<file path="src/rtl/rcv_controller.sv">
// UART receive sequencer: line synchroniser, start-bit qualification, mid-bit
// shift strobes, stop-bit check and a one-deep receive buffer with status flags.
module rcv_controller #(
    parameter int CLKS_PER_BIT = 10,
    parameter int NUM_BITS     = 8
) (
    input  logic                clk,
    input  logic                rst,
    input  logic                serial_in,
    input  logic [NUM_BITS-1:0] sr_data,
    input  logic                data_read,
    output logic                sync_out,
    output logic                shift_enable,
    output logic [NUM_BITS-1:0] rx_data,
    output logic                data_ready,
    output logic                framing_error,
    output logic                overrun_error,
    output logic                busy
);

    localparam int TW = $clog2(CLKS_PER_BIT + 1);
    localparam int BW = $clog2(NUM_BITS + 1);
    localparam logic [TW-1:0] HALF_LOAD = TW'(CLKS_PER_BIT / 2 - 1);
    localparam logic [TW-1:0] BIT_LOAD  = TW'(CLKS_PER_BIT - 1);
    localparam logic [BW-1:0] LAST_BIT  = BW'(NUM_BITS - 1);

    typedef enum logic [2:0] {
        IDLE  = 3'd0,
        START = 3'd1,
        DATA  = 3'd2,
        STOP  = 3'd3,
        LOAD  = 3'd4
    } state_t;

    state_t          state_q;
    state_t          state_d;
    logic            sync_1;
    logic            sync_2;
    logic            prev;
    logic [TW-1:0]   timer_q;
    logic [BW-1:0]   bit_cnt_q;
    logic            fall;
    logic            sample_tick;
    logic            start_ok;
    logic            stop_bad;
    logic            load_byte;

    assign sync_out    = sync_2;
    assign fall        = prev & ~sync_2;
    assign sample_tick = (timer_q == '0);

    // Synchroniser resets to idle-high so leaving reset never looks like a start edge.
    always_ff @(posedge clk) begin
        if (rst) begin
            sync_1 <= 1'b1;
            sync_2 <= 1'b1;
            prev   <= 1'b1;
        end else begin
            sync_1 <= serial_in;
            sync_2 <= sync_1;
            prev   <= sync_2;
        end
    end

    always_ff @(posedge clk) begin
        if (rst) begin
            state_q <= IDLE;
        end else begin
            state_q <= state_d;
        end
    end

    always_comb begin
        state_d = state_q;
        case (state_q)
            IDLE:    if (fall) state_d = START;
            START:   if (sample_tick) state_d = sync_2 ? IDLE : DATA;
            DATA:    if (sample_tick && (bit_cnt_q == LAST_BIT)) state_d = STOP;
            STOP:    if (sample_tick) state_d = sync_2 ? LOAD : IDLE;
            LOAD:    state_d = IDLE;
            default: state_d = IDLE;
        endcase
    end

    always_comb begin
        shift_enable = 1'b0;
        busy         = 1'b1;
        start_ok     = 1'b0;
        stop_bad     = 1'b0;
        load_byte    = 1'b0;
        case (state_q)
            IDLE:    busy = 1'b0;
            START:   start_ok = sample_tick & ~sync_2;
            DATA:    shift_enable = sample_tick;
            STOP:    stop_bad = sample_tick & ~sync_2;
            LOAD:    load_byte = 1'b1;
            default: busy = 1'b0;
        endcase
    end

    // Timer counts down to the next sample point; the first load lands on mid-bit.
    always_ff @(posedge clk) begin
        if (rst) begin
            timer_q   <= '0;
            bit_cnt_q <= '0;
        end else if (state_d != state_q) begin
            bit_cnt_q <= '0;
            case (state_d)
                START:   timer_q <= HALF_LOAD;
                DATA:    timer_q <= BIT_LOAD;
                STOP:    timer_q <= BIT_LOAD;
                default: timer_q <= '0;
            endcase
        end else if (state_q == DATA && sample_tick) begin
            timer_q   <= BIT_LOAD;
            bit_cnt_q <= bit_cnt_q + 1'b1;
        end else if (!sample_tick) begin
            timer_q <= timer_q - 1'b1;
        end
    end

    // Host handshake: data_ready high means rx_data holds an unread byte; a data_read
    // pulse while data_ready is high consumes it. A load in the same cycle takes priority.
    always_ff @(posedge clk) begin
        if (rst) begin
            rx_data       <= '0;
            data_ready    <= 1'b0;
            framing_error <= 1'b0;
            overrun_error <= 1'b0;
        end else begin
            if (start_ok) framing_error <= 1'b0;
            if (stop_bad) framing_error <= 1'b1;
            if (load_byte) begin
                rx_data    <= sr_data;
                data_ready <= 1'b1;
                if (data_ready && !data_read) begin
                    overrun_error <= 1'b1;
                end else if (data_ready && data_read) begin
                    overrun_error <= 1'b0;
                end
            end else if (data_read && data_ready) begin
                data_ready    <= 1'b0;
                overrun_error <= 1'b0;
            end
        end
    end

endmodule

</file>
<file path="config.mk">
export PLATFORM = sky130hd
export DESIGN_NAME = rcv_controller
export DESIGN_NICKNAME = d
export VERILOG_FILES = /design/src/rtl/rcv_controller.sv
export SDC_FILE = /design/constraint.sdc
export NUM_CORES = 1
export LEC_CHECK = 0
export CORE_ASPECT_RATIO = 0.7
export CORE_MARGIN = 2
export CORE_UTILIZATION = 50
export CTS_BUF_LIST = sky130_fd_sc_hd__clkbuf_4
export DETAILED_ROUTE_END_ITERATION = 12
export PLACE_DENSITY = 0.89
export SLEW_MARGIN = 15
export SYNTH_ARGS = -nofsm -noshare
export SYNTH_HDL_FRONTEND = slang
export SYNTH_SLANG_ARGS = --single-unit
</file>
<file path="constraint.sdc">
create_clock -name clk -period 2.15 [get_ports clk]
set_input_delay 0.3225 -clock clk [delete_from_list [all_inputs] [get_ports clk]]
set_output_delay 0.3225 -clock clk [all_outputs]
set_load 0.02 [all_outputs]
</file>
==> impl_results.md, run 1 <==
- Drt wl/cell: 12.9 um
- Post-synth ARST share: 0
- DR pass1 iterations: 4
- Clock Tree Buf Depth: 2
- DIE HEIGHT: 43.4 um
- DR vias/cell: 5.26
- Post-synthesis cell area: 0.00111 mm^2
- Worst hold path class: flip-flop to flip-flop
- Distinct cells, synth: 38
- Power Dens Cells: 753 mW/mm^2
- Post-route ant nets: 0
- GR Overflow Total: 0
- Die Area: 0.00261 mm^2
- Layout cells sized above 1: 0.181
- Synth Register Bits: 25
- Slew headroom: 0.675
- Hold_buf cts: 0
- CTS tree: yes
- RD Place Congestion: 0.761
- Vias post-DR: 983
- Root buf cell: clkbuf_4
- Worst-Margin Slew: 0.481 ns
- R2R Setup Slk: 0.25 ns
- Commonest non-fill, non-tap cell in the layout: dfxtp_1
- DRC: 0
- Dpl hpwl: 1900 um
- Initial detailed-routing violation count: 44
- Outcome: finished clean
- Num Clock Sinks: 25
- WL final: 2420 um
- Top Ports: 26
- Total CTS buffers: 3
- Most frequent cells in the layout: 25 x dfxtp_1, 23 x clkdlybuf4s50_1, 22 x nand2_1
- Post-synthesis cell count: 123
- Type of the worst setup path: flip-flop to output pin
- Hold Vio Cnt, Final: 0
- CTS H-tree lvls: 1
- Nets: 170
- CP Max Fanout: 3
- DIE WIDTH: 60.2 um
- Post-CTS Setup Bufs: 0
- Reg area: 500 um^2
- Yosys warns: 0
- Final slew viol count: 0
- Crit path time final: 2.00 ns
- Fin crit share: 0.930
- CP Capture Type: output pin
- Final Setup Violations: 0
- MaxCap Viol Count: 0
- Crit path required time: 1.83 ns
- Final setup TNS: 0 ns
- EDFF count, synth: 0
- GR Util All Layers: 0.204
- Crit path arrival time: 1.68 ns
- Buffers added on ports: 25
- Layout Area Growth over Synthesis: 32.1%
- Dpl cell area: 0.00143 mm^2
- Hold slack: 0.435 ns
- ANT cells: 0
- Synthesized Nets: 137
- FMAX: 0.500 GHz
- Seq/Total Area, Yosys: 0.452
- Final Cell Area: 0.00146 mm^2
- RSZ-0062 raised after global routing: no
- CP Launch Type: flip-flop
- Initial antenna violation count: 0
- Core ar.: 0.00212 mm^2
- First-pass GRT wire length: 3960 um
- Syn Area/Cell: 9.00 um^2
- Maximum vdd drop: 0.000465 V
- Synth Flop Type: dfxtp_1
- Worst skew pair latency: 0.31 ns
- Clk slew on worst S/H paths: 0.13 ns
- Rows: 14
- LEAKAGE: 0.552 nW
- Filler cells: 164
- Area of the multi-input gates: 562 um^2
- Clock Skews: 0.00315 ns
- Largest net degree at the start of global routing: 14
- Vias in the first global route: 926
- Initial core utilization: 0.522
-- cell type report --
type | count | area share
inverter | 4 | 0.0103
multi-input combinational | 88 | 0.384
timing repair buffer | 34 | 0.216
tap | 32 | 0.0274
clock buffer | 4 | 0.0205
sequential | 25 | 0.342
-- kinds of logic after synthesis --
logic type | share of synthesized area
flip-flops | 0.452
multiplexers | 0.0271
AND/OR/NAND/NOR | 0.283
adder cells (fa/ha/maj) | 0.0226
AO/OA/AOI/OAI | 0.141
buffers and inverters | 0.0429
XOR/XNOR | 0.0316
-- flip-flops by register name, summed over array words and instances (netlist names), named ones only --
name / flops
rx_data: 8
bit_cnt_q: 4
timer_q: 4
state_q: 3
data_ready: 1
framing_error: 1
prev: 1
sync_1: 1
sync_out: 1
-- power by group --
group          leakage [nW]  internal (mW)  switching (mW)  total, mW
Sequential            0.203          0.495          0.0355      0.531
Combinational         0.331          0.179           0.176      0.355
Clock                0.0184         0.0852           0.131      0.216
-- cell usage after synthesis (2+ instances only) --
library cell,n,share of area
a21oi_1,12,0.054
nor2_1,10,0.034
inv_1,4,0.014
ha_1,2,0.023
mux2i_1,3,0.027
nand2_1,22,0.075
nor3b_1,2,0.014
o21ai_0,2,0.0090
a211oi_1,2,0.014
clkbuf_1,3,0.010
nor4b_1,2,0.016
or2_2,3,0.017
buf_2,2,0.0090
nor3_1,3,0.014
xnor2_1,4,0.032
dfxtp_1,25,0.45
-- layer usage --
layer	vias up	GRT usage	wire length, um	share of wire
met5	-	0	0	0
met4	0	0.0533	19	0.0079
met3	2	0.0567	122	0.050
met2	27	0.357	1200	0.50
met1	459	0.247	1070	0.44
li1	495	-	-	-
-- final timing paths --
path | from | end | cells past startpoint
worst min-delay path | sync_1 | sync_out | 1
worst min register to register | sync_1 | sync_out | 1
worst max register to register | timer_q[1] | timer_q[3] | 7
worst max-delay path | timer_q[1] | shift_enable | 5
-- critical path: stages (launching register included) --
cell	delay (ns)
dfxtp_1	0.34
inv_1	0.07
ha_1	0.16
or3b_2	0.48
nor2_2	0.13
clkbuf_2	0.18
-- through the flow --
step | total power, mW | cells | util | worst slack [ns]
global placement | 0.872 | 183 | 0.676 | 0.117
global route | 1.16 | 187 | 0.690 | 0.0505
finish | 1.10 | 187 | 0.690 | 0.150
detailed placement | 0.892 | 183 | 0.676 | 0.0800
floorplan | 0.776 | 123 | - | 0.426
CTS | 1.11 | 187 | 0.691 | 0.00491
-- what timing repair did --
action,4_1_cts,5_1_grt
hold endpoints to repair,0,0
gates resized for setup,3,2
pin swaps,0,0
endpoints found under the setup margin,2,2
(Power assumes the default switching activity.)
==> inputs of run 2 (changes only) <==
- CAP_MARGIN: unset -> 5
- PLACE_DENSITY: 0.89 -> 0.8
==> run 2 against run 1 <==
Clock power is essentially flat. Final cell count shrank 1.1%. Clock-buffer cell count is the same. Maximum frequency shrank 1.1%. Non-clock buffer count shrank 2. Total power grew 0.22%. Sequential share of layout area grew 0.41 points. Design area shrank 1.2%. Die area is the same. Critical endpoint unchanged. Largest cell class unchanged. Highest routed layer unchanged.
==> impl_results.md, run 2 (synthesis results as in run 1) <==
- Metal2 WL: 1020 um
- Most frequent cells in the layout: 25 x dfxtp_1, 24 x clkdlybuf4s50_1, 22 x nand2_1
- CTS H-tree lvls: 1
- Core ar.: 0.00212 mm^2
- CP Capture Type: output pin
- Slew headroom: 0.684
- GR Overflow Total: 0
- Worst slack, placed: 0.0512 ns
- Vias post-DR: 966
- Post-route worst setup slack: 0.127 ns
- Final slew viol count: 0
- Largest net degree at the start of global routing: 15
- RD Place Congestion: 0.811
- Top routing layer used: met4
- Area of the multi-input gates: 562 um^2
- Top Ports: 26
- Filler cells: 172
- RSZ-0062 raised after global routing: no
- DR vias/cell: 5.22
- Layout Area Growth over Synthesis: 30.5%
- Fin crit share: 0.941
- Hold Vio Cnt, Final: 0
- Layout cells sized above 1: 0.170
- Layout Cells excl Fill: 185
- Num Clock Sinks: 25
- DIE WIDTH: 60.2 um
- Outcome: finished clean
- Initial antenna violation count: 0
- DRC: 0
- CP Max Fanout: 3
- Clock Skews: 0.0101 ns
- Vias in the first global route: 878
- Cell count after placement: 181
- Clk slew on worst S/H paths: 0.13 ns
- Maximum vdd drop: 0.000334 V
- Final core utilization: 0.682
- Worst-Margin Slew: 0.467 ns
- Max FFs per register: 8
- Final Setup Violations: 0
- Hold slack: 0.430 ns
- WL final: 2270 um
- Buffers added on ports: 25
- FMAX: 0.494 GHz
- Post-CTS Setup Bufs: 0
- Crit path time final: 2.02 ns
- Post-route ant nets: 0
- Top reg by flops: rx_data
- Clock Tree Buf Depth: 2
- First-pass GRT wire length: 3830 um
- Nets: 168
- Total CTS buffers: 3
- Dpl cell area: 0.00142 mm^2
- Dpl hpwl: 1740 um
- Reg area: 500 um^2
- Type of the worst setup path: flip-flop to output pin
- MaxCap Viol Count: 0
- Pwr Total: 1.10 mW
- Power Dens Cells: 764 mW/mm^2
- Drt wl/cell: 12.3 um
- LEAKAGE: 0.525 nW
- Crit path required time: 1.83 ns
- Top Registers: rx_data (8), bit_cnt_q (4), timer_q (4)
- Root buf cell: clkbuf_4
- Initial detailed-routing violation count: 44
- Final Cell Area: 0.00145 mm^2
- Wl on met1: 1080 um
- Initial core utilization: 0.522
- GR Util All Layers: 0.198
- Worst hold path class: flip-flop to flip-flop
- DR pass1 iterations: 4
- Worst skew pair latency: 0.32 ns
- Hold_buf cts: 0
- Final setup TNS: 0 ns
- Die Area: 0.00261 mm^2
- Commonest non-fill, non-tap cell in the layout: dfxtp_1
- Rows: 14
- Crit path arrival time: 1.70 ns
- DIE HEIGHT: 43.4 um
- ANT cells: 0
- Met3 wire length: 125 um
- CP Launch Type: flip-flop
- CTS tree: yes
## run 2: cell count changes in the layout (fill, tap and decap cells not counted)
cell             before  now
dlymetal6s2s_1        1    0
clkbuf_2              1    0
buf_4                 9    7
clkdlybuf4s50_1      23   24
buf_2                 0    1
## run 2: critical path, cell delays in order, from the launching register on
cell     delay (ns)
dfxtp_1        0.36
inv_1          0.08
ha_1           0.17
or3b_2         0.48
nor2_2         0.11
buf_2          0.17
## run 2: metal layers
layer / vias to the layer above / GRT usage
li1: 490 / -
met1: 439 / 0.255
met2: 30 / 0.307
met3: 7 / 0.0657
met4: 0 / 0.0800
met5: - / 0
## run 2: report_power, final
group | switching [mW] | internal (mW) | leakage, nW
clock network | 0.132 | 0.0852 | 0.0184
registers | 0.0367 | 0.495 | 0.203
logic | 0.176 | 0.179 | 0.304
## run 2: area by class of cell
cell class	count	area share
clock buffer	4	0.0208
inverter	4	0.0104
multi-input combinational	88	0.389
sequential	25	0.346
tap	32	0.0277
timing repair buffer	32	0.206
## run 2: what timing repair did
action | 4_1_cts | 5_1_grt
setup endpoints to repair | 1 | 2
cloned | 0 | 0
gates resized for setup | 3 | 2
pin swaps | 0 | 0
## run 2: worst paths after layout
path         startpoint  cells past startpoint  slack, ns      endpoint
max          timer_q[1]                      5       0.13  shift_enable
min              sync_1                      1       0.43      sync_out
max reg2reg  timer_q[1]                      7       0.22    timer_q[3]
min reg2reg      sync_1                      1       0.43      sync_out
